[src/rtl/mem_stage.sv]
// mem_stage -- MEM pipeline stage.
//
// Takes the registered EX->MEM bundle through a valid/ready handshake. It issues
// loads and stores on the SRAM-like data interface (req/addr_ok/data_ok) and
// aligns and extends the load data. The resulting WB bundle is held in an output
// register that the WB stage drains through a second valid/ready handshake.
//
// Handshake rule, used on both sides: a transfer happens on a rising clock edge
// where valid and ready are both 1. The producer keeps valid and its payload
// stable until that edge, and ready never waits on a transfer that has not happened.
//
// Ports
//   clk, rst                 clock, asynchronous active-low reset
//   i_mem_valid/o_mem_ready  EX->MEM handshake
//   mem_*                    EX->MEM bundle (alu result/address, store data, rf
//                            dest/we, load/store flags, pc, inst)
//   o_wb_valid/i_wb_ready    MEM->WB handshake
//   wb_*                     WB bundle (rf wdata/waddr/we, pc, inst)
//   data_*                   data memory request/response channel
//   dbg_state_o              current FSM state (IDLE=0 REQ=1 WAIT=2 HOLD=3)
module mem_stage #(
  parameter int ADDR_W = 32,
  parameter int DATA_W = 32   // byte-lane logic assumes 32
) (
  input  logic              clk,
  input  logic              rst,
  input  logic              i_mem_valid,
  output logic              o_mem_ready,
  output logic              o_wb_valid,
  input  logic              i_wb_ready,
  input  logic [DATA_W-1:0] mem_alu_res,
  input  logic [DATA_W-1:0] mem_mem_wdata,
  input  logic [4:0]        mem_rf_waddr,
  input  logic              mem_rf_we,
  input  logic              mem_res_from_mem,
  input  logic              mem_mem_we,
  input  logic [31:0]       mem_pc,
  input  logic [31:0]       mem_inst,
  output logic              data_req,
  output logic              data_wr,
  output logic [1:0]        data_size,
  output logic [ADDR_W-1:0] data_addr,
  output logic [3:0]        data_wstrb,
  output logic [DATA_W-1:0] data_wdata,
  input  logic              data_addr_ok,
  input  logic              data_data_ok,
  input  logic [DATA_W-1:0] data_rdata,
  output logic [DATA_W-1:0] wb_rf_wdata,
  output logic [4:0]        wb_rf_waddr,
  output logic              wb_rf_we,
  output logic [31:0]       wb_pc,
  output logic [31:0]       wb_inst,
  output logic [1:0]        dbg_state_o
);

  typedef enum logic [1:0] {
    S_IDLE = 2'd0,
    S_REQ  = 2'd1,
    S_WAIT = 2'd2,
    S_HOLD = 2'd3
  } state_e;

  state_e            state_q, state_d;
  logic [DATA_W-1:0] addr_q;     // effective address / alu result
  logic [DATA_W-1:0] wdata_q;    // raw store data
  logic              st_q, ld_q;
  logic [4:0]        waddr_q;
  logic              we_q;
  logic [31:0]       pc_q, inst_q;
  logic [DATA_W-1:0] res_q, res_d;

  logic              accept;
  logic              is_mem_op;
  logic [1:0]        size;
  logic              ld_unsigned;
  logic [7:0]        ld_byte;
  logic [15:0]       ld_half;
  logic [DATA_W-1:0] ld_val;

  assign o_mem_ready = (state_q == S_IDLE) | ((state_q == S_HOLD) & i_wb_ready);
  assign accept      = i_mem_valid & o_mem_ready;
  assign is_mem_op   = mem_res_from_mem | mem_mem_we;

  // Access size and signedness come straight from the opcode bits of the
  // captured instruction (ld.bu/ld.hu set bit 25).
  assign size        = inst_q[23:22];
  assign ld_unsigned = inst_q[25];

  // Load lane extraction. addr[0] is ignored for halves and addr[1:0] for words,
  // because misaligned accesses were already trapped upstream.
  assign ld_byte = data_rdata[{addr_q[1:0], 3'b000} +: 8];
  assign ld_half = data_rdata[{addr_q[1], 4'b0000} +: 16];

  always_comb begin
    ld_val = data_rdata;
    case (size)
      2'd0:    ld_val = ld_unsigned ? {24'b0, ld_byte} : {{24{ld_byte[7]}}, ld_byte};
      2'd1:    ld_val = ld_unsigned ? {16'b0, ld_half} : {{16{ld_half[15]}}, ld_half};
      default: ld_val = data_rdata;
    endcase
  end

  always_comb begin
    state_d = state_q;
    case (state_q)
      S_IDLE: if (accept) state_d = is_mem_op ? S_REQ : S_HOLD;
      S_REQ:  if (data_addr_ok) state_d = S_WAIT;
      // data_ok is only meaningful here; in any other state it is ignored.
      S_WAIT: if (data_data_ok) state_d = S_HOLD;
      S_HOLD: begin
        if (accept)          state_d = is_mem_op ? S_REQ : S_HOLD;
        else if (i_wb_ready) state_d = S_IDLE;
      end
      default: state_d = S_IDLE;
    endcase
  end

  always_comb begin
    res_d = res_q;
    if (accept && !is_mem_op)
      res_d = mem_alu_res;
    else if ((state_q == S_WAIT) && data_data_ok && ld_q)
      res_d = ld_val;
  end

  always_ff @(posedge clk or negedge rst) begin
    if (!rst) begin
      state_q <= S_IDLE;
      addr_q  <= '0;
      wdata_q <= '0;
      st_q    <= 1'b0;
      ld_q    <= 1'b0;
      waddr_q <= '0;
      we_q    <= 1'b0;
      pc_q    <= '0;
      inst_q  <= '0;
      res_q   <= '0;
    end else begin
      state_q <= state_d;
      res_q   <= res_d;
      if (accept) begin
        addr_q  <= mem_alu_res;
        wdata_q <= mem_mem_wdata;
        st_q    <= mem_mem_we;
        ld_q    <= mem_res_from_mem;
        waddr_q <= mem_rf_waddr;
        we_q    <= mem_rf_we;
        pc_q    <= mem_pc;
        inst_q  <= mem_inst;
      end
    end
  end

  // Request side: every field comes from captured registers, so the fields
  // stay stable for as long as data_req waits for addr_ok.
  assign data_req  = (state_q == S_REQ);
  assign data_wr   = data_req & st_q;
  assign data_size = size;
  assign data_addr = addr_q[ADDR_W-1:0];

  always_comb begin
    data_wstrb = 4'b0000;
    if (data_wr) begin
      case (size)
        2'd0:    data_wstrb = 4'b0001 << addr_q[1:0];
        2'd1:    data_wstrb = addr_q[1] ? 4'b1100 : 4'b0011;
        default: data_wstrb = 4'b1111;
      endcase
    end
  end

  always_comb begin
    case (size)
      2'd0:    data_wdata = {4{wdata_q[7:0]}};
      2'd1:    data_wdata = {2{wdata_q[15:0]}};
      default: data_wdata = wdata_q;
    endcase
  end

  assign o_wb_valid  = (state_q == S_HOLD);
  assign wb_rf_wdata = res_q;
  assign wb_rf_waddr = waddr_q;
  assign wb_rf_we    = we_q;
  assign wb_pc       = pc_q;
  assign wb_inst     = inst_q;
  assign dbg_state_o = state_q;

endmodule

[config.mk]
export PLATFORM = sky130hd
export DESIGN_NAME = mem_stage
export DESIGN_NICKNAME = d
export VERILOG_FILES = /design/src/rtl/mem_stage.sv
export SDC_FILE = /design/constraint.sdc
export NUM_CORES = 1
export LEC_CHECK = 0
export ABC_CLOCK_PERIOD_IN_PS = 3900
export CORE_MARGIN = 2
export CORE_UTILIZATION = 44
export DETAILED_ROUTE_END_ITERATION = 7
export PLACE_DENSITY_LB_ADDON = 0.12
export SLEW_MARGIN = 10
export SYNTH_ARGS = -nofsm -noshare
export SYNTH_HDL_FRONTEND = slang
export SYNTH_SLANG_ARGS = --single-unit
[constraint.sdc]
create_clock -name clk -period 3.9 [get_ports clk]
set_clock_uncertainty 0.05 [all_clocks]
set_input_delay 0.39 -clock clk [delete_from_list [all_inputs] [get_ports clk]]
set_output_delay 0.39 -clock clk [all_outputs]
set_load 0.005 [all_outputs]
==> results.cfg <==
[drt]
dr.first_iter.drc_count = 424
routed_wl_um = 24100
drc_errors = 0
wl_per_cell_um = 20.4
antenna_left = 0
via_per_inst = 5.42
dr.pass1.iters = 5
num_vias = 6380

[worst_hold_path]
hp-class = reg -> reg

[power]
p_leak_nw = 5.13
p_per_area_mw_per_mm2 = 825
finalPower_mw = 9.93
ir_worst_vdd_mv = 0.475

[final_layout]
syn_to_final_growth_pct = 53.5
n_antenna_cell = 0
final_common_cell = clkdlybuf4s50_1
num-fill-cells = 1267
finalNetCount = 1114
layout-drive-gt1-share = 0.205
final_cells = 1178
final_cell_mix = clkdlybuf4s50_1 (350), dfrtp_1 (169), mux2_2 (108)

[clock_network]
cts_setup_buffers = 0
cts-buffers-inserted = 17
clkTransAtPathRegs_ns = 0.07
cts_tree = done
clock_latency_ns = 0.43
cts.path.max_buffers = 2
cts_sinks = 170
cts_root_buf = clkbuf_16
ctsResizeCount = 0
cts.htree.levels = 4

[setup_path]
critPathKind = reg -> out
setup.worst_path.start_class = flip-flop
cp-end-kind = output pin
critPathSlowestCell = dfrtp_2
crit_top_cell = nor2_1
critical_path.cell_chain = buf_4 > or2_2 > nor2_1 > nor2_1 > clkdlybuf4s50_1
crit_required_ns = 3.46
worstPathMaxFanout = 32
cp_slowest_stage_delay_ns = 0.70
critPathArrivalTime_ns = 2.69

[die]
io_pins = 352
core_mm2 = 0.0174
die_x_um = 138
die_area_mm2 = 0.0189
initial_core_util = 0.452
die_h_um = 138
rows = 48

[sta]
finalSetupViolCount = 0
min_period_over_period = 0.802
hold_viol = 0
finalSetupTns_ns = 0
hold_ws_ns = 0.448
final_max_slew_viol_count = 0
period_needed_ns = 3.13
timing.fmax_mhz = 320
slew-limit-headroom = 0.428
tightest_slew_ns = 0.854
rsz0062_at_grt = no

[global_route]
grt.overflow.total = 0
grt_max_degree = 90
first_global_vias = 6494
grt_pass1_wl_um = 35900
grtUsageTotal = 0.251
antenna_found_initial = 0

[run_status]
status = finished, final reports clean

[placement]
place_inst = 1145
gp_congestion = 0.836
port_buffers = 351
dp_hpwl_um = 17600

[flow_run]
max_cap_violations = 0

[synth]
yosysUniqueCellTypes = 46
synth_cells = 617
synth-seq-cells = 170
synth-edff-count = 0
synth_ff_type = dfrtp_1
syn_area_mm2 = 0.00784
avgSynthCellArea_um2 = 12.7
synthArstFlopShare = 1.00
synth_nets = 791
seq_area_frac_synth = 0.542
yosysWarnings = 0
final timing paths:
check,slack [ns],cells after the start,endpoint,start
max in group asynchronous,2.35,3,wb_rf_wdata[28],rst
min in group asynchronous,0.51,2,data_addr[18],rst
hold reg to reg,0.45,1,st_q,st_q
hold / removal,0.45,1,st_q,st_q
setup reg to reg,1.28,4,wb_rf_wdata[15],wb_inst[23]
setup / recovery,0.77,5,data_wstrb[3],wb_inst[23]
area by class of cell:
class / instances / area, um2 / share of cell area
Multi-Input combinational cell: 388 / 3270 / 0.272
Timing Repair Buffer: 360 / 3610 / 0.300
Inverter: 3 / 11.3 / 0.000935
Clock inverter: 13 / 156 / 0.0130
Tap cell: 225 / 282 / 0.0234
Clock buffer: 19 / 453 / 0.0376
Sequential cell: 170 / 4260 / 0.353
power breakdown:
part,internal [mW],switching (mW)
registers,2.66,0.665
logic,3.15,1.71
clock network,0.994,0.743
total,6.81,3.12
synth_stat cells (all sizes together) (2+ instances only):
master	instances	area, um2
a211o	10	87.6
a211oi	5	37.5
a21oi	16	80.1
a221o	11	110
a222oi	3	30.0
a22oi	8	60.1
a31oi	12	75.1
a32oi	4	35.0
a41oi	3	26.3
and2	4	25.0
and3	6	37.5
buf	42	267
clkbuf	14	52.6
dfrtp	170	4250
inv	3	11.3
mux2	148	1820
mux2i	12	120
nand2	63	244
nand3	13	65.1
nor2	15	58.8
nor2b	4	25.0
nor3	5	25.0
o21ai	27	135
o221ai	4	35.0
or2	2	12.5
stage by stage:
step | setup slack, ns | cell area, um2 | utilization
final | 0.772 | 12000 | 0.694
after detailed placement | 1.01 | 11400 | 0.658
after global placement | 1.16 | 11400 | 0.658
after global routing | 0.588 | 12000 | 0.694
after floorplan | 2.03 | 7840 | -
after CTS | 0.768 | 12000 | 0.693
critical path: cells and delay by family, from the launching register on:
| family | cells | cell delay, ns |
|---|---|---|
| buffers and inverters | 2 | 0.94 |
| flip-flops | 1 | 0.70 |
| AND/OR/NAND/NOR | 3 | 0.62 |
what timing repair did:
item                                   CTS  global route
endpoints found under the hold margin   15             0
hold buffers                             1             0
setup endpoints to repair                0             0
cell families after synthesis:
kind of cell	after synthesis	share of synthesized area
compound gates	111	0.0987
buf+inv	59	0.0421
flops	170	0.542
mux	161	0.250
simple gates	116	0.0670
registers in the layout, summed over array words and instances, names as in the netlist:
signal and cells:
wdata_q 32, dbg_state_o 2, wb_pc 32, wb_rf_we 1
st_q 1, wb_rf_wdata 32, ld_q 1, wb_inst 32
wb_rf_waddr 5, data_addr 32
per-layer routing:
metal,track usage,vias to the layer above,share of wire
met3,0.0725,31,0.088
li1,-,2879,-
met4,0.0853,0,0.019
met1,0.312,3178,0.39
met5,0,-,0
met2,0.421,292,0.51
No activity file was read; power rests on OpenSTA's default activity.
